===== src/rtl/multicycle_ctrl_if.sv =====
// Control bundle between the multi-cycle sequencer and the CPU datapath.
// The controller is the master: it observes the opcode, memory ack and ALU
// zero flag, and drives every datapath enable and select.
interface multicycle_ctrl_if;
  logic [5:0] ct_inst;
  logic       mem_ack;
  logic       alu_zero;
  logic       ct_mem_req;
  logic       ct_mem_wen;
  logic       ct_iord;
  logic       ct_ir_wen;
  logic       ct_pc_wen;
  logic [1:0] ct_pc_src;
  logic       ct_alu_srca;
  logic [1:0] ct_alu_srcb;
  logic [1:0] ct_alu_op;
  logic       ct_rf_wen;
  logic       ct_rf_dst;
  logic       ct_data_rf;
  logic       ct_branch;
  logic       ct_branchn;
  logic       ct_illegal;
  logic       ct_mem_err;
  logic       ct_retire;

  modport master (
    input  ct_inst, mem_ack, alu_zero,
    output ct_mem_req, ct_mem_wen, ct_iord, ct_ir_wen, ct_pc_wen, ct_pc_src,
           ct_alu_srca, ct_alu_srcb, ct_alu_op, ct_rf_wen, ct_rf_dst,
           ct_data_rf, ct_branch, ct_branchn, ct_illegal, ct_mem_err, ct_retire
  );

  modport slave (
    output ct_inst, mem_ack, alu_zero,
    input  ct_mem_req, ct_mem_wen, ct_iord, ct_ir_wen, ct_pc_wen, ct_pc_src,
           ct_alu_srca, ct_alu_srcb, ct_alu_op, ct_rf_wen, ct_rf_dst,
           ct_data_rf, ct_branch, ct_branchn, ct_illegal, ct_mem_err, ct_retire
  );
endinterface


===== src/rtl/multicycle_ctrl.sv =====
// Multi-cycle CPU control sequencer.
// Steps R-type, lw, sw, beq, bne, j, addiu and slti through fetch, decode,
// execute, memory and writeback, waiting on a shared memory through req/ack
// with a bounded wait. Undefined opcodes either trap or retire as a NOP.
module multicycle_ctrl #(
  parameter int WAIT_W       = 8,
  parameter bit ILLEGAL_TRAP = 1'b1
) (
  input  logic           clk,
  input  logic           rst,
  multicycle_ctrl_if.master bus
);

  typedef enum logic [3:0] {
    S_IF  = 4'd0,
    S_ID  = 4'd1,
    S_MA  = 4'd2,
    S_MR  = 4'd3,
    S_MWB = 4'd4,
    S_MW  = 4'd5,
    S_EX  = 4'd6,
    S_RWB = 4'd7,
    S_BR  = 4'd8,
    S_J   = 4'd9,
    S_IX  = 4'd10,
    S_IWB = 4'd11,
    S_ILL = 4'd12
  } state_t;

  localparam logic [5:0] OP_R     = 6'b000000;
  localparam logic [5:0] OP_LW    = 6'b100011;
  localparam logic [5:0] OP_SW    = 6'b101011;
  localparam logic [5:0] OP_BEQ   = 6'b000100;
  localparam logic [5:0] OP_BNE   = 6'b000101;
  localparam logic [5:0] OP_J     = 6'b000010;
  localparam logic [5:0] OP_ADDIU = 6'b001001;
  localparam logic [5:0] OP_SLTI  = 6'b001010;

  // The wait that would bring the count to 2**WAIT_W-1 is the timeout cycle.
  localparam logic [WAIT_W-1:0] WAIT_LAST = {{(WAIT_W-1){1'b1}}, 1'b0};

  state_t            state, state_d;
  logic [5:0]        op_q;
  logic [WAIT_W-1:0] wait_cnt, wait_d;
  logic              req_state;
  logic              ack_ok;
  logic              timeout;

  logic       mem_req, mem_wen, iord, ir_wen, pc_wen;
  logic [1:0] pc_src;
  logic       alu_srca;
  logic [1:0] alu_srcb;
  logic [1:0] alu_op;
  logic       rf_wen, rf_dst, data_rf, branch, branchn;
  logic       illegal, mem_err, retire;

  assign req_state = (state == S_IF) || (state == S_MR) || (state == S_MW);
  assign ack_ok    = req_state && bus.mem_ack;
  assign timeout   = req_state && !bus.mem_ack && (wait_cnt == WAIT_LAST);

  // State, latched opcode and memory-wait counter registers.
  always_ff @(posedge clk or negedge rst) begin
    if (!rst) begin
      state    <= S_IF;
      op_q     <= 6'd0;
      wait_cnt <= '0;
    end else begin
      state    <= state_d;
      wait_cnt <= wait_d;
      if (state == S_ID) op_q <= bus.ct_inst;
    end
  end

  // Next state and wait count; the count only survives a stalled request cycle.
  always_comb begin
    state_d = S_IF;
    wait_d  = '0;
    if (req_state && !ack_ok && !timeout) wait_d = wait_cnt + 1'b1;
    case (state)
      S_IF:  state_d = ack_ok ? S_ID : S_IF;
      S_ID: begin
        case (bus.ct_inst)
          OP_R:             state_d = S_EX;
          OP_LW, OP_SW:     state_d = S_MA;
          OP_BEQ, OP_BNE:   state_d = S_BR;
          OP_J:             state_d = S_J;
          OP_ADDIU, OP_SLTI: state_d = S_IX;
          default:          state_d = ILLEGAL_TRAP ? S_ILL : S_IF;
        endcase
      end
      S_MA: begin
        if (op_q == OP_LW)      state_d = S_MR;
        else if (op_q == OP_SW) state_d = S_MW;
        else                    state_d = S_IF;
      end
      S_MR: begin
        if (ack_ok)       state_d = S_MWB;
        else if (timeout) state_d = S_IF;
        else              state_d = S_MR;
      end
      S_MWB: state_d = S_IF;
      S_MW:  state_d = (ack_ok || timeout) ? S_IF : S_MW;
      S_EX:  state_d = S_RWB;
      S_RWB: state_d = S_IF;
      S_BR:  state_d = S_IF;
      S_J:   state_d = S_IF;
      S_IX:  state_d = S_IWB;
      S_IWB: state_d = S_IF;
      S_ILL: state_d = S_IF;
      default: state_d = S_IF;
    endcase
  end

  // Per-state datapath controls, all held low while reset is asserted.
  always_comb begin
    mem_req  = 1'b0;
    mem_wen  = 1'b0;
    iord     = 1'b0;
    ir_wen   = 1'b0;
    pc_wen   = 1'b0;
    pc_src   = 2'b00;
    alu_srca = 1'b0;
    alu_srcb = 2'b00;
    alu_op   = 2'b00;
    rf_wen   = 1'b0;
    rf_dst   = 1'b0;
    data_rf  = 1'b0;
    branch   = 1'b0;
    branchn  = 1'b0;
    illegal  = 1'b0;
    mem_err  = 1'b0;
    retire   = 1'b0;
    if (rst) begin
      case (state)
        S_IF: begin
          mem_req  = 1'b1;
          alu_srcb = 2'b01;
          if (ack_ok) begin
            ir_wen = 1'b1;
            pc_wen = 1'b1;
          end else if (timeout) begin
            mem_err = 1'b1;
            retire  = 1'b1;
          end
        end
        S_ID: begin
          alu_srcb = 2'b11;
          case (bus.ct_inst)
            OP_R, OP_LW, OP_SW, OP_BEQ, OP_BNE, OP_J, OP_ADDIU, OP_SLTI: retire = 1'b0;
            default: retire = !ILLEGAL_TRAP;
          endcase
        end
        S_MA: begin
          alu_srca = 1'b1;
          alu_srcb = 2'b10;
        end
        S_MR: begin
          mem_req = 1'b1;
          iord    = 1'b1;
          if (!ack_ok && timeout) begin
            mem_err = 1'b1;
            retire  = 1'b1;
          end
        end
        S_MWB: begin
          rf_wen  = 1'b1;
          data_rf = 1'b1;
          retire  = 1'b1;
        end
        S_MW: begin
          mem_req = 1'b1;
          mem_wen = 1'b1;
          iord    = 1'b1;
          if (ack_ok) begin
            retire = 1'b1;
          end else if (timeout) begin
            mem_err = 1'b1;
            retire  = 1'b1;
          end
        end
        S_EX: begin
          alu_srca = 1'b1;
          alu_op   = 2'b10;
        end
        S_RWB: begin
          rf_wen = 1'b1;
          rf_dst = 1'b1;
          retire = 1'b1;
        end
        S_BR: begin
          alu_srca = 1'b1;
          alu_op   = 2'b01;
          pc_src   = 2'b01;
          branch   = (op_q == OP_BEQ);
          branchn  = (op_q == OP_BNE);
          pc_wen   = (op_q == OP_BEQ) ? bus.alu_zero : !bus.alu_zero;
          retire   = 1'b1;
        end
        S_J: begin
          pc_src = 2'b10;
          pc_wen = 1'b1;
          retire = 1'b1;
        end
        S_IX: begin
          alu_srca = 1'b1;
          alu_srcb = 2'b10;
          alu_op   = (op_q == OP_ADDIU) ? 2'b00 : 2'b11;
        end
        S_IWB: begin
          rf_wen = 1'b1;
          retire = 1'b1;
        end
        S_ILL: begin
          illegal = 1'b1;
          retire  = 1'b1;
        end
        default: retire = 1'b0;
      endcase
    end
  end

  assign bus.ct_mem_req  = mem_req;
  assign bus.ct_mem_wen  = mem_wen;
  assign bus.ct_iord     = iord;
  assign bus.ct_ir_wen   = ir_wen;
  assign bus.ct_pc_wen   = pc_wen;
  assign bus.ct_pc_src   = pc_src;
  assign bus.ct_alu_srca = alu_srca;
  assign bus.ct_alu_srcb = alu_srcb;
  assign bus.ct_alu_op   = alu_op;
  assign bus.ct_rf_wen   = rf_wen;
  assign bus.ct_rf_dst   = rf_dst;
  assign bus.ct_data_rf  = data_rf;
  assign bus.ct_branch   = branch;
  assign bus.ct_branchn  = branchn;
  assign bus.ct_illegal  = illegal;
  assign bus.ct_mem_err  = mem_err;
  assign bus.ct_retire   = retire;

endmodule


===== src/flat_wrapper.sv =====
// flat-port wrapper written by rule: the top's interface ports become plain ports
module multicycle_ctrl_flat 
#(
  parameter int WAIT_W       = 8,
  parameter bit ILLEGAL_TRAP = 1'b1
)
  (clk, rst, bus_ct_inst, bus_mem_ack, bus_alu_zero, bus_ct_mem_req, bus_ct_mem_wen, bus_ct_iord, bus_ct_ir_wen, bus_ct_pc_wen, bus_ct_pc_src, bus_ct_alu_srca, bus_ct_alu_srcb, bus_ct_alu_op, bus_ct_rf_wen, bus_ct_rf_dst, bus_ct_data_rf, bus_ct_branch, bus_ct_branchn, bus_ct_illegal, bus_ct_mem_err, bus_ct_retire);
  multicycle_ctrl_if bus_i ();
  input  logic clk;
  input  logic rst;
  input wire logic [$bits(bus_i.ct_inst)-1:0] bus_ct_inst;
  input wire logic [$bits(bus_i.mem_ack)-1:0] bus_mem_ack;
  input wire logic [$bits(bus_i.alu_zero)-1:0] bus_alu_zero;
  output wire logic [$bits(bus_i.ct_mem_req)-1:0] bus_ct_mem_req;
  output wire logic [$bits(bus_i.ct_mem_wen)-1:0] bus_ct_mem_wen;
  output wire logic [$bits(bus_i.ct_iord)-1:0] bus_ct_iord;
  output wire logic [$bits(bus_i.ct_ir_wen)-1:0] bus_ct_ir_wen;
  output wire logic [$bits(bus_i.ct_pc_wen)-1:0] bus_ct_pc_wen;
  output wire logic [$bits(bus_i.ct_pc_src)-1:0] bus_ct_pc_src;
  output wire logic [$bits(bus_i.ct_alu_srca)-1:0] bus_ct_alu_srca;
  output wire logic [$bits(bus_i.ct_alu_srcb)-1:0] bus_ct_alu_srcb;
  output wire logic [$bits(bus_i.ct_alu_op)-1:0] bus_ct_alu_op;
  output wire logic [$bits(bus_i.ct_rf_wen)-1:0] bus_ct_rf_wen;
  output wire logic [$bits(bus_i.ct_rf_dst)-1:0] bus_ct_rf_dst;
  output wire logic [$bits(bus_i.ct_data_rf)-1:0] bus_ct_data_rf;
  output wire logic [$bits(bus_i.ct_branch)-1:0] bus_ct_branch;
  output wire logic [$bits(bus_i.ct_branchn)-1:0] bus_ct_branchn;
  output wire logic [$bits(bus_i.ct_illegal)-1:0] bus_ct_illegal;
  output wire logic [$bits(bus_i.ct_mem_err)-1:0] bus_ct_mem_err;
  output wire logic [$bits(bus_i.ct_retire)-1:0] bus_ct_retire;
  assign bus_i.ct_inst = bus_ct_inst;
  assign bus_i.mem_ack = bus_mem_ack;
  assign bus_i.alu_zero = bus_alu_zero;
  assign bus_ct_mem_req = bus_i.ct_mem_req;
  assign bus_ct_mem_wen = bus_i.ct_mem_wen;
  assign bus_ct_iord = bus_i.ct_iord;
  assign bus_ct_ir_wen = bus_i.ct_ir_wen;
  assign bus_ct_pc_wen = bus_i.ct_pc_wen;
  assign bus_ct_pc_src = bus_i.ct_pc_src;
  assign bus_ct_alu_srca = bus_i.ct_alu_srca;
  assign bus_ct_alu_srcb = bus_i.ct_alu_srcb;
  assign bus_ct_alu_op = bus_i.ct_alu_op;
  assign bus_ct_rf_wen = bus_i.ct_rf_wen;
  assign bus_ct_rf_dst = bus_i.ct_rf_dst;
  assign bus_ct_data_rf = bus_i.ct_data_rf;
  assign bus_ct_branch = bus_i.ct_branch;
  assign bus_ct_branchn = bus_i.ct_branchn;
  assign bus_ct_illegal = bus_i.ct_illegal;
  assign bus_ct_mem_err = bus_i.ct_mem_err;
  assign bus_ct_retire = bus_i.ct_retire;
  multicycle_ctrl #(.WAIT_W(WAIT_W), .ILLEGAL_TRAP(ILLEGAL_TRAP)) u_core (.clk(clk), .rst(rst), .bus(bus_i));
endmodule

===== config.mk =====
export PLATFORM = sky130hd
export DESIGN_NAME = multicycle_ctrl_flat
export DESIGN_NICKNAME = d
export VERILOG_FILES = /design/src/rtl/multicycle_ctrl_if.sv /design/src/rtl/multicycle_ctrl.sv /design/src/flat_wrapper.sv
export SDC_FILE = /design/constraint.sdc
export NUM_CORES = 1
export LEC_CHECK = 0
export BUFFER_PORTS_ARGS = -buffer_cell sky130_fd_sc_hd__buf_4
export CORE_MARGIN = 8
export CORE_UTILIZATION = 55
export CTS_CLUSTER_SIZE = 16
export DETAILED_ROUTE_END_ITERATION = 8
export PLACE_DENSITY = 0.81
export SLEW_MARGIN = 20
export SYNTH_ARGS = -nofsm -noshare
export SYNTH_HDL_FRONTEND = slang
export SYNTH_SLANG_ARGS = --single-unit
export TNS_END_PERCENT = 30

===== constraint.sdc =====
create_clock -name clk -period 3.85 [get_ports clk]
set_clock_uncertainty 0.05 [all_clocks]
set_input_delay 0.385 -clock clk [delete_from_list [all_inputs] [get_ports clk]]
set_output_delay 0.385 -clock clk [all_outputs]
set_load 0.1 [all_outputs]

=== Yosys cells after proc, flatten, opt, wreduce, memory -nomap -nowiden ===
Cells that the tools add are included.

* Add/subtract/negate cells: 1
* Equal/unequal tests: 25
* Mux-type cells: 50
* Reduce and logical (&&, ||, !) cells: 25

{| class="wikitable"
|+ Operators with widths
! kind !! number
|-
| 1-bit 2-to-1 mux || 32
|-
| 4-bit one-hot mux with 7 select lines || 1
|-
| 6-bit by 3-bit == test with 1-bit output (second input constant) || 4
|-
| 6-bit == test (second input constant) || 4
|-
| 4-bit == test (second input constant) || 5
|-
| 4-bit one-hot mux with 5 select lines || 1
|-
| 6-bit by 4-bit == test with 1-bit output (second input constant) || 3
|-
| 4-bit by 3-bit == test with 1-bit output (second input constant) || 4
|-
| 2-bit one-hot mux with 3 select lines || 2
|-
| 2-bit OR reduction || 6
|-
| 2-bit 2-to-1 mux || 5
|-
| 8-bit by 1-bit adder with 8-bit output (second input constant) || 1
|-
| 4-bit by 2-bit == test with 1-bit output (second input constant) || 2
|-
| 8-bit == test (second input constant) || 1
|-
| 4-bit 2-to-1 mux || 2
|-
| 8-bit 2-to-1 mux || 1
|-
| 6-bit by 2-bit == test with 1-bit output (second input constant) || 1
|-
| 1-bit logical AND || 6
|-
| 6-bit zero test || 1
|-
| 3-bit 2-to-1 mux || 2
|-
| 3-bit OR reduction || 2
|-
| 6-bit OR reduction || 1
|-
| 4-bit by 1-bit == test with 1-bit output (second input constant) || 1
|-
| 1-bit zero test || 4
|-
| 7 further kinds || 9
|}

* Flip-flop bits (word level): 18
* Input bits: 10
* Word-level logic and storage cells: 104

=== Depth between registers and ports, before layout ===
Gate-level depths: netlist of the first run.

* Depth after elaboration: 9
* Depth in mapped cells: 6
* Mapped depth without buffers: 5

=== Least setup slack after synthesis of the first run ===
OpenSTA, ideal clock, no wires.

* Path kind: reg-to-output
* From: register u_core.wait_cnt[2]
* To: output port bus_ct_retire
* Arrival time: 4.595 ns
* Setup slack: -1.180 ns
* Cell stages (with the launch flop): 5
* Cell sequence: dfrtp_1 > and4_4 > nand4_1 > nor4_1 > a41o_1

* Word-level cells in the longest chain between the ends: 6
* Elaborated cells between the ends (all ways): 9

{| class="wikitable"
|+ RTL lines
! item !! line !! text
|-
| from (decl) || multicycle_ctrl.sv:44 || <nowiki>logic [WAIT_W-1:0] wait_cnt, wait_d;</nowiki>
|-
| from (signal assigned) || multicycle_ctrl.sv:69 || <nowiki>wait_cnt <= wait_d;</nowiki>
|-
| 8-bit == test (*) || multicycle_ctrl.sv:59 || <nowiki>assign timeout = req_state && !bus.mem_ack && (wait_cnt == WAIT_LAST);</nowiki>
|-
| 1-bit logical AND (*) || multicycle_ctrl.sv:59 ||
|-
| 1-bit 2-to-1 mux / 1-bit logical AND (equally long branches) || multicycle_ctrl.sv:141, multicycle_ctrl.sv:176, multicycle_ctrl.sv:160 ||
|-
| 1-bit 2-to-1 mux, on equally long branches || multicycle_ctrl.sv:174, multicycle_ctrl.sv:138, multicycle_ctrl.sv:160 ||
|-
| 1-bit one-hot mux with 4 select lines (*) || multicycle_ctrl.sv:134 || <nowiki>case (state)</nowiki>
|-
| 1-bit 2-to-1 mux (*) || multicycle_ctrl.sv:133 || <nowiki>if (rst) begin</nowiki>
|-
| to (decl) || flat_wrapper.sv:30 || <nowiki>output wire logic [$bits(bus_i.ct_retire)-1:0] bus_ct_retire;</nowiki>
|}

Mark *: on every way between the ends. The rest lies on a longest branch, timed or not.

=== Final worst setup path of the first run ===
* From: input port rst
* To: output port bus_ct_branchn

* Word-level cells in the longest chain between the ends: 1

{| class="wikitable"
|+ RTL lines
! item !! line !! text
|-
| from (decl) || flat_wrapper.sv:10 || <nowiki>input logic rst;</nowiki>
|-
| 1-bit 2-to-1 mux || multicycle_ctrl.sv:133 ||
|-
| to (decl) || flat_wrapper.sv:27 || <nowiki>output wire logic [$bits(bus_i.ct_branchn)-1:0] bus_ct_branchn;</nowiki>
|}

Every way passes these cells.

==> flow_metrics.tcl, run 1 <==
set metrics [dict create \
    status "finished clean" \
    grt_usage 0.157 \
    synth_edf_count 0 \
    hold_viol 0 \
    yosysWarnings 0 \
    worstPathMaxFanout 29 \
    finalCritPeriodShare 0.688 \
    combPwrFrac 0.587 \
    hold_ws_ns 0.303 \
    cts_sinks 18 \
    path_clk_slew_ns 0.10 \
    drt-initial-drc-count 85 \
    synth.most_common_cell "dfrtp_1" \
    rsz0062_at_grt "false" \
    viasPerCell 6.15 \
    cts_root_buf "clkbuf_4" \
    dpl.hpwl_um 2550 \
    cp_slowest_cell "dlygate4sd3_1" \
    tightest_slew_ns 0.564 \
    crit_top_cell "buf_4" \
    synth_ff_type "dfrtp_1" \
    hp-class "input port to flip-flop" \
    ios 30 \
    syn_to_final_growth_pct 18.0 \
    placed_cells 203 \
    worstSkewPairLatency_ns 0.29 \
    synth_area_leaders "dfrtp_1 33%, xor2_1 4.5%, nor2_1 3.9%" \
    wl_met3_um 244 \
    cts-htree-levels 1 \
    grt_pass1_vias 1229 \
    relSlewSlack 0.619 \
    finalMaxSlewViolations 0 \
    cp-end-kind "output port" \
    syn-cell-area_mm2 0.00135 \
    cp_num_buf_inv 3 \
    ir_drop_mv 0.475 \
    drt_wl_total_um 3330 \
    drt-met1-wl_um 1330 \
    power.density_mw_per_mm2 687 \
    cp_cell_sequence "dlygate4sd3_1 > buf_4 > nand3b_1 > nor3_1 > nand3_1 > nor2_1 > buf_4" \
    grt_max_degree 30 \
    cts_tree "yes" \
    final_area_mm2 0.00159 \
    finalNonFillerCells 208 \
    p_seq_frac 0.306 \
    fp.dieH_um 65.5 \
    switching_share 0.568 \
    synth_area_per_cell_um2 8.75 \
    async_flop_share 1.00 \
    setup_slack_ns 1.20 \
    slowest_delay_ns 0.53 \
    start_util 0.559 \
    p_switching_mw 0.621 \
    min_period_ns 2.65 \
    yosys_register_bits 18 \
    synth_area_leader_cell "dfrtp_1" \
    ys_types 49 \
    synth_fp_nets 166 \
    drc 0 \
    critical-path-top-delay-family "buffers and inverters" \
    grt_overflow 0 \
    seq_area_frac_synth 0.334 \
    p_int_mw 0.471 \
    core_mm2 0.00241 \
    post_route_cells_drive_above_1_share 0.264 \
    antenna_found_initial 0 \
    post_cts_buffers 0 \
    routed.top_layer "met4" \
    numCtsBuffers 3 \
    port-buffer-count 29 \
    avgRoutedWirePerCell_um 16.0 \
    clk_path_buf_depth 2 \
    cp-start-kind "input port" \
    finalPower_mw 1.09 \
    dpl_cell_area_mm2 0.00154 \
    nets 191 \
    drtPass1Iterations 4 \
    synth_top_cells_by_count "18 x dfrtp_1, 14 x nor2_1, 11 x nand2_1" \
    antenna_cells 0 \
    synth_top_area_frac 0.334 \
    p_clk_frac 0.107 \
    maxCapViolations 0 \
    globalplace.congestion 0.883 \
    wl_met2_um 1740 \
    die_width_um 65.5 \
    p_leak_nw 0.689 \
    netlist_instances 154 \
    path_class "input port to output port" \
    clock.fmax_mhz 378 \
    crit_arrival_ns 2.21 \
    final_antenna_net_count 0 \
    die-area_mm2 0.00429 \
    required_ns 3.41 \
    setup_viol 0 \
    grt_first_pass_wirelength_um 5490 \
    vias 1279 \
    rows 18 \
    pre_cts_slack_ns 1.68 \
]
-- cells in the final DEF (no fill, tap or decap), drive strengths merged, types with 2 or more instances in the layout --
master / Yosys / routed
a211oi: 2 / 2
nor3: 9 / 9
dfrtp: 18 / 18
nand3b: 3 / 3
a21oi: 5 / 5
nand4: 3 / 3
nor3b: 2 / 2
ha: 2 / 2
nand2: 11 / 11
nor2b: 3 / 3
and3: 2 / 2
nor2: 23 / 23
and4: 3 / 3
nand3: 7 / 7
o21ai: 5 / 5
mux2: 4 / 4
xor2: 7 / 7
buf: 5 / 29
nor4: 4 / 4
inv: 5 / 5
o21a: 2 / 2
nand2b: 4 / 4
o311ai: 2 / 2
clkbuf: 5 / 4
-- cells by family (layout without fill, tap and decap cells) --
| family | count (synthesis) | in the layout | share of synthesized area |
|---|---|---|---|
| buf+inv | 15 | 39 | 0.0622 |
| simple gates | 83 | 83 | 0.371 |
| flops | 18 | 18 | 0.334 |
| compound gates | 23 | 23 | 0.121 |
| fa+ha+maj | 2 | 2 | 0.0186 |
| mux | 5 | 5 | 0.0409 |
| xor+xnor | 8 | 8 | 0.0520 |
-- power by group through the flow --
| stage | combinational, mW | clock, mW | sequential, mW |
|---|---|---|---|
| 3_5_place_dp | 0.639 | 0 | 0.337 |
| 5_1_grt | 0.680 | 0.130 | 0.348 |
| 2_1_floorplan | 0.587 | 0 | 0.286 |
| 3_3_place_gp | 0.625 | 0 | 0.333 |
| 6_report | 0.641 | 0.116 | 0.334 |
| 4_1_cts | 0.642 | 0.120 | 0.333 |
-- final cells by class --
cell class | count | area (um2)
multi-input cells | 121 | 820
fillers | 195 | 820
flip-flops and latches | 18 | 450
repair buffers | 30 | 228
well taps | 30 | 37.5
clock buffers | 4 | 36.3
inverters | 5 | 18.8
-- registers in the layout (all words and copies together), names as in the netlist --
| register | flops |
|---|---|
| u_core.wait_cnt | 8 |
| u_core.op_q | 6 |
| u_core.state | 4 |
-- per-stage QoR --
step	utilization	TNS, ns
after floorplan	-	-2.67
after global placement	0.641	0
after detailed placement	0.641	0
after CTS	0.660	0
after global routing	0.660	0
final	0.660	0
-- repair_timing --
| action | in CTS | in global routing |
|---|---|---|
| endpoints found under the setup margin | 0 | 0 |
| endpoints found under the hold margin | 18 | 0 |
| hold buffers | 1 | 0 |
| resized for setup | 0 | 0 |
-- metal layers --
metal	GRT usage	vias up
met5	0	-
met1	0.184	615
met4	0.0272	0
met2	0.276	53
met3	0.0510	2
li1	-	609
-- path summary, 6_finish.rpt --
kind,from,to,slack [ns],cells after the start
min,bus_ct_inst[4],u_core.op_q[4],0.30,2
min in group asynchronous,rst,u_core.wait_cnt[7],0.47,2
min reg2reg,u_core.op_q[3],u_core.state[1],0.46,1
max,rst,bus_ct_branchn,1.20,7
max reg2reg,u_core.state[1],u_core.wait_cnt[2],1.89,4
max in group asynchronous,rst,u_core.op_q[1],3.02,2
(Power assumes the default switching activity.)
==> run 2: changes to the inputs <==
--- a/config.mk
+++ b/config.mk
@@ -7,10 +7,10 @@
 export LEC_CHECK = 0
 export BUFFER_PORTS_ARGS = -buffer_cell sky130_fd_sc_hd__buf_4
 export CORE_MARGIN = 8
-export CORE_UTILIZATION = 55
+export CORE_UTILIZATION = 48
 export CTS_CLUSTER_SIZE = 16
 export DETAILED_ROUTE_END_ITERATION = 8
-export PLACE_DENSITY = 0.81
+export PLACE_DENSITY = 0.75
 export SLEW_MARGIN = 20
 export SYNTH_ARGS = -nofsm -noshare
 export SYNTH_HDL_FRONTEND = slang
==> constraint.sdc (replaced) <==
create_clock -name clk -period 2.23 [get_ports clk]
set_clock_uncertainty 0.05 [all_clocks]
set_input_delay 0.223 -clock clk [delete_from_list [all_inputs] [get_ports clk]]
set_output_delay 0.223 -clock clk [all_outputs]
set_load 0.1 [all_outputs]
==> flow_metrics.tcl, run 2 (synthesis results as in run 1) <==
set metrics [dict create \
    required_ns 1.96 \
    path_clk_slew_ns 0.10 \
    die_width_um 69.0 \
    p_int_mw 0.912 \
    tightest_slew_ns 0.493 \
    setup_viol 0 \
    fp.dieH_um 69.0 \
    vias 1257 \
    drt_wl_total_um 3340 \
    cts_tree "yes" \
    most-common-layout-cells "31 x buf_4, 15 x dfrtp_1, 12 x nor2_1" \
    p_seq_frac 0.277 \
    globalplace.congestion 0.875 \
    finalPower_mw 2.07 \
    core_mm2 0.00271 \
    top_regs "u_core.wait_cnt x8, u_core.op_q x6, u_core.state x4" \
    dpl.hpwl_um 2570 \
    rows 19 \
    syn_to_final_growth_pct 30.5 \
    numCtsBuffers 3 \
    switching_share 0.558 \
    combPwrFrac 0.626 \
    drc 0 \
    hold_viol 0 \
    worstPathMaxFanout 12 \
    worstSkewPairLatency_ns 0.29 \
    hp-class "input port to flip-flop" \
    p_switching_mw 1.15 \
    grt_usage 0.146 \
    relSlewSlack 0.671 \
    avgRoutedWirePerCell_um 15.6 \
    status "finished clean" \
    timing.critical_path.from "u_core.state[2]" \
    clock.fmax_mhz 470 \
    final_common_cell "buf_4" \
    post-route-util 0.649 \
    cts_root_buf "clkbuf_4" \
    final_area_mm2 0.00176 \
    nets 196 \
    cp-start-kind "flip-flop" \
    p_leak_nw 0.739 \
    die-area_mm2 0.00476 \
    post_route_cells_drive_above_1_share 0.372 \
    crit_arrival_ns 1.85 \
    ios 30 \
    min_period_ns 2.13 \
    power.density_mw_per_mm2 1170 \
    dpl_cell_area_mm2 0.00169 \
    grt_max_degree 15 \
    p_clk_frac 0.097 \
    maxCapViolations 0 \
    largest-register "u_core.wait_cnt" \
    rsz0062_at_grt "false" \
    port-buffer-count 29 \
    grt_first_pass_wirelength_um 5470 \
    grt_pass1_vias 1221 \
    largest_reg_flops 8 \
    path_class "flip-flop to output port" \
    antenna_found_initial 0 \
    antenna_cells 0 \
    clk_path_buf_depth 2 \
    final_antenna_net_count 0 \
    hold_start "bus_ct_inst[2]" \
    cp-end-kind "output port" \
    drtPass1Iterations 5 \
    drt-initial-drc-count 119 \
    grt_overflow 0 \
    cts_sinks 18 \
    finalMaxSlewViolations 0 \
    ir_drop_mv 1.10 \
    rr_startpoint "u_core.state[3]" \
    viasPerCell 5.87 \
    start_util 0.497 \
    cts-htree-levels 1 \
    finalCritPeriodShare 0.953 \
]
==> run 2: changes by cell type in the layout (fill, tap and decap cells not counted), sizes merged <==
cell and change:
buf +5
==> run 2: routing by layer <==
| metal | vias up | part of all wire | track usage | wire (um) |
|---|---|---|---|---|
| li1 | 615 | - | - | - |
| met1 | 604 | 0.42 | 0.174 | 1410 |
| met2 | 34 | 0.50 | 0.268 | 1680 |
| met3 | 4 | 0.070 | 0.0194 | 235 |
| met4 | 0 | 0.0051 | 0.0351 | 17 |
| met5 | - | 0 | 0 | 0 |
==> run 2: timing repair <==
item	in CTS	in global routing
hold endpoints to repair	18	0
buffers inserted	0	0
hold buffers	1	0
resized for setup	1	7
setup endpoints to repair	1	5
cloned	0	0
==> run 2: layout make-up <==
class	count	area [um2]
fillers	221	952
inverters	5	18.8
multi-input cells	121	921
repair buffers	35	289
flip-flops and latches	18	454
well taps	31	38.8
clock buffers	4	36.3
==> run 2: power by group through the flow <==
| stage | logic, mW | registers (mW) | clock network (mW) |
|---|---|---|---|
| after global routing | 1.37 | 0.587 | 0.217 |
| after CTS | 1.28 | 0.558 | 0.206 |
| after floorplan | 1.09 | 0.498 | 0 |
| final | 1.29 | 0.572 | 0.200 |
| after detailed placement | 1.27 | 0.563 | 0 |
| after global placement | 1.25 | 0.554 | 0 |
==> run 2: critical path, stage by stage (launching register included) <==
cell	delay, ns
dfrtp_2	0.49
nand3b_1	0.28
nor3_4	0.23
nand3_2	0.15
nor2_4	0.12
buf_4	0.28
==> run 2: final timing paths <==
check                                      to  slack (ns)  cells after the start
setup / recovery                bus_ct_branch        0.10                      5
hold / removal                 u_core.op_q[2]        0.14                      2
setup reg to reg              u_core.state[2]        0.41                      5
hold reg to reg            u_core.wait_cnt[0]        0.46                      1
max in group asynchronous  u_core.wait_cnt[0]        1.20                      3
min in group asynchronous     u_core.state[3]        0.43                      2
==> run 2: per-stage QoR <==
step	cells	worst slack (ns)	TNS (ns)	hold WS [ns]
finish	214	0.104	0	0.140
global route	214	0.00368	0	0.138
CTS	214	0.0165	0	0.133
detailed placement	209	0.326	0	0.0420
global placement	209	0.387	0	0.0410
floorplan	154	-0.539	-2.86	-0.123
